--- config.mk ---
export PLATFORM = sky130hd
export DESIGN_NAME = battle_turn_sequencer_flat
export DESIGN_NICKNAME = d
export VERILOG_FILES = /design/src/rtl/battle_turn_sequencer_if.sv /design/src/rtl/battle_turn_sequencer.sv /design/src/flat_wrapper.sv
export SDC_FILE = /design/constraint.sdc
export NUM_CORES = 1
export LEC_CHECK = 0
export BUFFER_PORTS_ARGS = -buffer_cell sky130_fd_sc_hd__buf_2
export CORE_MARGIN = 1
export CORE_UTILIZATION = 40
export CTS_CLUSTER_DIAMETER = 80
export DETAILED_ROUTE_END_ITERATION = 8
export GPL_ROUTABILITY_DRIVEN = 0
export SYNTH_ARGS = -nofsm -noshare
export SYNTH_HDL_FRONTEND = slang
export SYNTH_SLANG_ARGS = --single-unit
export TNS_END_PERCENT = 100
--- constraint.sdc ---
create_clock -name clk -period 5.8 [get_ports clk]
set_clock_uncertainty 0.1 [all_clocks]
set_input_delay 0.87 -clock clk [delete_from_list [all_inputs] [get_ports clk]]
set_output_delay 0.87 -clock clk [all_outputs]
set_load 0.02 [all_outputs]
--- src/rtl/battle_turn_sequencer_if.sv ---
// Bundle between the battle turn sequencer and its environment (map logic, key input, damage engine).
// master drives the battle inputs and observes strobes; slave is the sequencer itself.
interface battle_turn_sequencer_if;
  logic       collision_detected;
  logic       key_valid;
  logic [1:0] key_code;
  logic       player_win;
  logic       enemy_win;
  logic [4:0] player_remained_sword;
  logic [4:0] player_remained_baseballbat;
  logic [4:0] enemy_remained_sword;
  logic [4:0] enemy_remained_baseballbat;
  logic [1:0] player_choice;
  logic [1:0] enemy_choice;
  logic       player_turn;
  logic       attacker_turn;
  logic       battle_active;
  logic       waiting_key;
  logic       key_reject;
  logic [7:0] turn_count;

  modport master (
    output collision_detected, key_valid, key_code, player_win, enemy_win,
           player_remained_sword, player_remained_baseballbat,
           enemy_remained_sword, enemy_remained_baseballbat,
    input  player_choice, enemy_choice, player_turn, attacker_turn,
           battle_active, waiting_key, key_reject, turn_count
  );

  modport slave (
    input  collision_detected, key_valid, key_code, player_win, enemy_win,
           player_remained_sword, player_remained_baseballbat,
           enemy_remained_sword, enemy_remained_baseballbat,
    output player_choice, enemy_choice, player_turn, attacker_turn,
           battle_active, waiting_key, key_reject, turn_count
  );
endinterface

--- src/rtl/battle_turn_sequencer.sv ---
// Alternates player/enemy strikes for the damage engine; all outputs registered, strobes one cycle wide.
// No backpressure: keys arriving outside P_WAIT are dropped silently, illegal keys in P_WAIT pulse key_reject.
module battle_turn_sequencer #(
  parameter int          SETTLE_CYCLES = 3,
  parameter int          THINK_CYCLES  = 8,
  parameter logic [15:0] LFSR_SEED     = 16'hACE1
) (
  input logic                    clk,
  input logic                    rst,
  battle_turn_sequencer_if.slave bus
);

  typedef enum logic [2:0] {
    IDLE, P_WAIT, P_STRIKE, P_SETTLE, E_THINK, E_STRIKE, E_SETTLE, DONE
  } state_t;

  localparam logic [7:0] SETTLE_LAST = 8'(SETTLE_CYCLES);
  localparam logic [7:0] THINK_LAST  = 8'(THINK_CYCLES);

  state_t      state_q;
  logic        coll_q;
  logic        low_seen_q;
  logic [15:0] lfsr_q;
  logic [15:0] lfsr_d;
  logic [7:0]  cnt_q;
  logic [1:0]  player_choice_q;
  logic [1:0]  enemy_choice_q;
  logic        player_turn_q;
  logic        attacker_turn_q;
  logic        battle_active_q;
  logic        waiting_key_q;
  logic        key_reject_q;
  logic [7:0]  turn_count_q;

  logic [1:0]  enemy_pick_d;
  logic        key_legal_d;
  logic        start_d;
  logic        win_d;

  always_comb begin
    lfsr_d = {lfsr_q[14:0], lfsr_q[15] ^ lfsr_q[13] ^ lfsr_q[12] ^ lfsr_q[10]};
  end

  // S degrades to B without swords, and B (original or degraded) to K without bats.
  always_comb begin
    enemy_pick_d = lfsr_q[1:0];
    if (enemy_pick_d == 2'b11 && bus.enemy_remained_sword == 5'd0) begin
      enemy_pick_d = 2'b10;
    end
    if (enemy_pick_d == 2'b10 && bus.enemy_remained_baseballbat == 5'd0) begin
      enemy_pick_d = 2'b01;
    end
  end

  always_comb begin
    key_legal_d = !((bus.key_code == 2'b10 && bus.player_remained_baseballbat == 5'd0) ||
                    (bus.key_code == 2'b11 && bus.player_remained_sword == 5'd0));
    win_d       = bus.player_win | bus.enemy_win;
    // The edge register clears on reset, so also demand a low level first; otherwise
    // a reset with collision held high would look like a fresh battle start.
    start_d     = bus.collision_detected & ~coll_q & low_seen_q;
  end

  always_ff @(posedge clk) begin
    if (rst) begin
      state_q         <= IDLE;
      coll_q          <= 1'b0;
      low_seen_q      <= 1'b0;
      lfsr_q          <= LFSR_SEED;
      cnt_q           <= 8'd0;
      player_choice_q <= 2'b00;
      enemy_choice_q  <= 2'b00;
      player_turn_q   <= 1'b0;
      attacker_turn_q <= 1'b0;
      battle_active_q <= 1'b0;
      waiting_key_q   <= 1'b0;
      key_reject_q    <= 1'b0;
      turn_count_q    <= 8'd0;
    end else begin
      lfsr_q          <= lfsr_d;
      coll_q          <= bus.collision_detected;
      if (!bus.collision_detected) low_seen_q <= 1'b1;
      player_turn_q   <= 1'b0;
      attacker_turn_q <= 1'b0;
      key_reject_q    <= 1'b0;

      if (!bus.collision_detected && state_q != IDLE) begin
        state_q         <= IDLE;
        battle_active_q <= 1'b0;
        waiting_key_q   <= 1'b0;
      end else begin
        case (state_q)
          IDLE: begin
            if (start_d) begin
              state_q         <= P_WAIT;
              battle_active_q <= 1'b1;
              waiting_key_q   <= 1'b1;
              turn_count_q    <= 8'd0;
            end
          end
          P_WAIT: begin
            if (bus.key_valid) begin
              if (key_legal_d) begin
                state_q         <= P_STRIKE;
                player_choice_q <= bus.key_code;
                player_turn_q   <= 1'b1;
                waiting_key_q   <= 1'b0;
              end else begin
                key_reject_q    <= 1'b1;
              end
            end
          end
          P_STRIKE: begin
            state_q <= P_SETTLE;
            cnt_q   <= 8'd0;
          end
          P_SETTLE: begin
            if (cnt_q == SETTLE_LAST) begin
              cnt_q <= 8'd0;
              if (win_d) begin
                state_q         <= DONE;
                battle_active_q <= 1'b0;
              end else begin
                state_q <= E_THINK;
              end
            end else begin
              cnt_q <= cnt_q + 8'd1;
            end
          end
          E_THINK: begin
            if (cnt_q == THINK_LAST) begin
              state_q         <= E_STRIKE;
              enemy_choice_q  <= enemy_pick_d;
              attacker_turn_q <= 1'b1;
            end else begin
              cnt_q <= cnt_q + 8'd1;
            end
          end
          E_STRIKE: begin
            state_q <= E_SETTLE;
            cnt_q   <= 8'd0;
          end
          E_SETTLE: begin
            if (cnt_q == SETTLE_LAST) begin
              cnt_q <= 8'd0;
              if (turn_count_q != 8'hFF) turn_count_q <= turn_count_q + 8'd1;
              if (win_d) begin
                state_q         <= DONE;
                battle_active_q <= 1'b0;
              end else begin
                state_q       <= P_WAIT;
                waiting_key_q <= 1'b1;
              end
            end else begin
              cnt_q <= cnt_q + 8'd1;
            end
          end
          DONE: begin
            state_q <= DONE;
          end
          default: begin
            state_q         <= IDLE;
            battle_active_q <= 1'b0;
            waiting_key_q   <= 1'b0;
          end
        endcase
      end
    end
  end

  assign bus.player_choice = player_choice_q;
  assign bus.enemy_choice  = enemy_choice_q;
  assign bus.player_turn   = player_turn_q;
  assign bus.attacker_turn = attacker_turn_q;
  assign bus.battle_active = battle_active_q;
  assign bus.waiting_key   = waiting_key_q;
  assign bus.key_reject    = key_reject_q;
  assign bus.turn_count    = turn_count_q;

endmodule

--- src/flat_wrapper.sv ---
// flat-port wrapper written by rule: the top's interface ports become plain ports
module battle_turn_sequencer_flat 
#(
  parameter int          SETTLE_CYCLES = 3,
  parameter int          THINK_CYCLES  = 8,
  parameter logic [15:0] LFSR_SEED     = 16'hACE1
)
  (clk, rst, bus_collision_detected, bus_key_valid, bus_key_code, bus_player_win, bus_enemy_win, bus_player_remained_sword, bus_player_remained_baseballbat, bus_enemy_remained_sword, bus_enemy_remained_baseballbat, bus_player_choice, bus_enemy_choice, bus_player_turn, bus_attacker_turn, bus_battle_active, bus_waiting_key, bus_key_reject, bus_turn_count);
  battle_turn_sequencer_if bus_i ();
  input logic clk;
  input logic rst;
  input wire logic [$bits(bus_i.collision_detected)-1:0] bus_collision_detected;
  input wire logic [$bits(bus_i.key_valid)-1:0] bus_key_valid;
  input wire logic [$bits(bus_i.key_code)-1:0] bus_key_code;
  input wire logic [$bits(bus_i.player_win)-1:0] bus_player_win;
  input wire logic [$bits(bus_i.enemy_win)-1:0] bus_enemy_win;
  input wire logic [$bits(bus_i.player_remained_sword)-1:0] bus_player_remained_sword;
  input wire logic [$bits(bus_i.player_remained_baseballbat)-1:0] bus_player_remained_baseballbat;
  input wire logic [$bits(bus_i.enemy_remained_sword)-1:0] bus_enemy_remained_sword;
  input wire logic [$bits(bus_i.enemy_remained_baseballbat)-1:0] bus_enemy_remained_baseballbat;
  output wire logic [$bits(bus_i.player_choice)-1:0] bus_player_choice;
  output wire logic [$bits(bus_i.enemy_choice)-1:0] bus_enemy_choice;
  output wire logic [$bits(bus_i.player_turn)-1:0] bus_player_turn;
  output wire logic [$bits(bus_i.attacker_turn)-1:0] bus_attacker_turn;
  output wire logic [$bits(bus_i.battle_active)-1:0] bus_battle_active;
  output wire logic [$bits(bus_i.waiting_key)-1:0] bus_waiting_key;
  output wire logic [$bits(bus_i.key_reject)-1:0] bus_key_reject;
  output wire logic [$bits(bus_i.turn_count)-1:0] bus_turn_count;
  assign bus_i.collision_detected = bus_collision_detected;
  assign bus_i.key_valid = bus_key_valid;
  assign bus_i.key_code = bus_key_code;
  assign bus_i.player_win = bus_player_win;
  assign bus_i.enemy_win = bus_enemy_win;
  assign bus_i.player_remained_sword = bus_player_remained_sword;
  assign bus_i.player_remained_baseballbat = bus_player_remained_baseballbat;
  assign bus_i.enemy_remained_sword = bus_enemy_remained_sword;
  assign bus_i.enemy_remained_baseballbat = bus_enemy_remained_baseballbat;
  assign bus_player_choice = bus_i.player_choice;
  assign bus_enemy_choice = bus_i.enemy_choice;
  assign bus_player_turn = bus_i.player_turn;
  assign bus_attacker_turn = bus_i.attacker_turn;
  assign bus_battle_active = bus_i.battle_active;
  assign bus_waiting_key = bus_i.waiting_key;
  assign bus_key_reject = bus_i.key_reject;
  assign bus_turn_count = bus_i.turn_count;
  battle_turn_sequencer #(.SETTLE_CYCLES(SETTLE_CYCLES), .THINK_CYCLES(THINK_CYCLES), .LFSR_SEED(LFSR_SEED)) u_core (.clk(clk), .rst(rst), .bus(bus_i));
endmodule
==> results.sh <==
export IMPL_status="complete, no violations"
export IMPL_cp_end_kind="register"
export IMPL_synth_area_sq_mm=0.002137
export IMPL_p_seq_frac=0.529
export IMPL_track_usage=0.1634
export IMPL_regArea_sq_um=920.9
export IMPL_clk_latency_ns=0.30
export IMPL_combPwrFrac=0.108
export IMPL_worst_ep_arrival_time_ns=2.63
export IMPL_period_share=0.4338
export IMPL_fill_cells=553
export IMPL_min_period_ns=2.516
export IMPL_antenna_found_initial=0
export IMPL_ys_warnings_count=0
export IMPL_critical_path_n_buffers_inverters=0
export IMPL_grtUsageMet2=0.2543
export IMPL_drv_slew=0
export IMPL_fin_nets=312
export IMPL_synth_cell_types=54
export IMPL_grt_first_pass_wirelength_mm=6.893
export IMPL_hold_viol=0
export IMPL_drtIter0Drc=63
export IMPL_crit_path_max_incr_delay_ns=0.52
export IMPL_fmax_ghz=0.3974
export IMPL_numCtsBuffers=5
export IMPL_utilization=0.4871
export IMPL_area_delta_synth_final_pct=17.15
export IMPL_grt_max_degree=38
export IMPL_antenna_left=0
export IMPL_synth_edf_count=0
export IMPL_required_ns=5.92
export IMPL_yosys_register_bits=46
export IMPL_netlist_instances=241
export IMPL_maxCapViolCount=0
export IMPL_fp_dieH_microns=75.10
export IMPL_r2r_slack_ns=3.28
export IMPL_cellInternalPower_mw=0.4896
export IMPL_synth_async_reset_ratio=0
export IMPL_hold_path_class="register to register"
export IMPL_clockPowerShare=0.364
export IMPL_mostFrequentLayoutCell="dfxtp_1"
export IMPL_synth_nets=272
export IMPL_die_w_microns=75.10
export IMPL_postCtsSetupBuffers=0
export IMPL_grt_setup_unrepaired="false"
export IMPL_layout_common_cells="46 x dfxtp_1, 44 x buf_2, 24 x nor2_1"
export IMPL_post_cts_resized=0
export IMPL_drive_above_1_share=0.2411
export IMPL_avgViaCountPerCell=5.219
export IMPL_powerDensity_mw_per_mm2=258.6
export IMPL_rows=26
export IMPL_r2r_end="u_core.bus.turn_count[7]$_SDFFE_PP0P_"
export IMPL_holdBufCountCts=0
export IMPL_worst_pin_slew_ns=0.6876
export IMPL_worstPathMaxFanout=10
export IMPL_setup_worst_path_start_class="register"
export IMPL_drc=0
export IMPL_synthFlopType="dfxtp_1"
export IMPL_fin_tns_setup_ns=0
export IMPL_path_delay_family="simple AND/OR/NAND/NOR gates"
export IMPL_grt_use_met1=0.2096
export IMPL_first_pass_iters=4
export IMPL_dp_hpwl_mm=3.085
export IMPL_cts_buffer_depth=2
export IMPL_power_switching_mw=0.1578
export IMPL_wirelength_mm=4.293
export IMPL_min_to="u_core.lfsr_q[7]$_SDFF_PP1_"
export IMPL_cp_slowest_cell="or3b_2"
export IMPL_yosysSeqAreaShare=0.4309
export IMPL_clk_pin_slew_worst_paths_ns=0.08
export IMPL_holdCritStartpoint="u_core.lfsr_q[6]$_SDFF_PP1_"
export IMPL_cts_root_buf="clkbuf_8"
export IMPL_path_class="register to register"
export IMPL_io_pins=45
export IMPL_ir_drop_mv=0.1386
export IMPL_core_area_sq_mm=0.005140
export IMPL_wl_per_cell_microns=12.20
export IMPL_grtUsageMet3=0.05221
export IMPL_multi_input_area_sq_mm=0.001139
export IMPL_grt_pass1_vias=1559
export IMPL_switching_share=0.2438
export IMPL_synth_area_per_cell_sq_um=8.867
export IMPL_slew_headroom=0.5380
export IMPL_diodes=0
export IMPL_r2r_start="u_core.cnt_q[0]$_SDFFE_PP0P_"
export IMPL_die_area_sq_mm=0.005639
export IMPL_path_cells="ha_1 > or3b_2 > a2111oi_4 > or2_1 > a41oi_1 > a211oi_2"
export IMPL_start_util=0.4158
export IMPL_grt_busiest_layer="met2"
export IMPL_numPortBuffers=44
export IMPL_setup_viol_count_final=0
export IMPL_numClockSinks=46
export IMPL_ff2ff_path_depth=6
export IMPL_p_leak_nw=1.035
export IMPL_holdPathStages=1
export IMPL_cts_tree="done"
export IMPL_grt_overflow=0
export IMPL_vias=1837
export IMPL_cts_htree_levels=2
==> power groups by stage <==
| stage | clock, mW | combinational [mW] | sequential, mW |
|---|---|---|---|
| after global routing | 0.257 | 0.0785 | 0.344 |
| after global placement | 0 | 0.0692 | 0.349 |
| after floorplan | 0 | 0.0531 | 0.345 |
| after detailed placement | 0 | 0.0701 | 0.349 |
| final | 0.235 | 0.0697 | 0.342 |
| after CTS | 0.246 | 0.0705 | 0.342 |
==> worst max-delay path by stage <==
| stage | from | end | slack, ns | depth (start not counted) |
|---|---|---|---|---|
| finish | u_core.cnt_q[0]$_SDFFE_PP0P_ | u_core.bus.turn_count[7]$_SDFFE_PP0P_ | 3.28 | 6 |
| global placement | bus_enemy_remained_sword[3] | u_core.bus.enemy_choice[1]$_SDFFE_PP0P_ | 3.27 | 6 |
| detailed placement | bus_enemy_remained_sword[3] | u_core.bus.enemy_choice[1]$_SDFFE_PP0P_ | 3.25 | 6 |
| global route | u_core.cnt_q[0]$_SDFFE_PP0P_ | u_core.bus.turn_count[7]$_SDFFE_PP0P_ | 3.13 | 6 |
| CTS | u_core.cnt_q[0]$_SDFFE_PP0P_ | u_core.bus.turn_count[7]$_SDFFE_PP0P_ | 3.27 | 6 |
| floorplan | bus_enemy_remained_sword[3] | u_core.bus.enemy_choice[1]$_SDFFE_PP0P_ | 3.41 | 5 |
==> through the flow <==
step	instance area, sq um	setup slack [ns]	instances	power [mW]	hold slack (ns)
floorplan	2137	3.407	241	0.3978	0.2895
global placement	2394	3.268	344	0.4185	0.2915
detailed placement	2394	3.251	344	0.4191	0.2955
CTS	2504	3.271	352	0.6581	0.3158
global route	2504	3.127	352	0.6798	0.3245
finish	2504	3.284	352	0.6474	0.3129
==> cells in the mapped netlist (2+ instances only) <==
cell type,count,area share
nor3_1,11,0.026
xnor2_1,3,0.012
nand4b_1,2,0.0082
a21o_1,4,0.014
nand2b_1,3,0.0088
ha_1,3,0.018
a211oi_1,2,0.0070
and2_1,2,0.0059
nor2b_1,10,0.029
nand4_1,5,0.015
dfxtp_1,46,0.43
nor2_1,24,0.042
or2_2,7,0.020
clkbuf_1,7,0.012
nor4b_1,2,0.0082
a21oi_1,9,0.021
nor4_1,2,0.0059
nand2_1,16,0.028
nand3_1,13,0.030
a31oi_1,2,0.0059
xor2_1,7,0.029
o31a_1,2,0.0082
buf_2,2,0.0047
inv_1,7,0.012
or2_1,2,0.0059
mux2i_1,3,0.014
o21ai_0,7,0.016
a211oi_2,2,0.012
and3_1,9,0.026
nor3b_1,3,0.011
==> area by class of cell <==
type,instances,share of cell area
Clock buffer,6,0.02899
Multi-Input combinational cell,177,0.4548
Sequential cell,46,0.3678
Tap cell,70,0.03498
Timing Repair Buffer,44,0.08796
Clock inverter,2,0.01499
Inverter,7,0.01049
==> routing by layer <==
layer,routed length [microns],share of wire
met4,61,0.014
met2,1891,0.44
met5,0,0
met1,2120,0.49
met3,219,0.051
==> logic make-up after synthesis <==
group / after synthesis / share of synthesized area
AO/OA/AOI/OAI: 41 / 0.1487
AND/OR/NAND/NOR: 120 / 0.3115
multiplexers: 3 / 0.01405
XOR/XNOR: 10 / 0.04099
adder cells (fa/ha/maj): 3 / 0.01757
buffers and inverters: 18 / 0.03630
flip-flops: 46 / 0.4309
==> flip-flops by register name (all words and copies together) (netlist names) <==
| register | flops |
|---|---|
| u_core.bus.player_turn | 1 |
| u_core.bus.player_choice | 2 |
| u_core.bus.attacker_turn | 1 |
| u_core.cnt_q | 8 |
| u_core.bus.enemy_choice | 2 |
| u_core.bus.waiting_key | 1 |
| u_core.low_seen_q | 1 |
| u_core.state_q | 3 |
| u_core.bus.key_reject | 1 |
| u_core.lfsr_q | 16 |
| u_core.coll_q | 1 |
| u_core.bus.turn_count | 8 |
| u_core.bus.battle_active | 1 |
No activity file was read; power rests on OpenSTA's default activity.
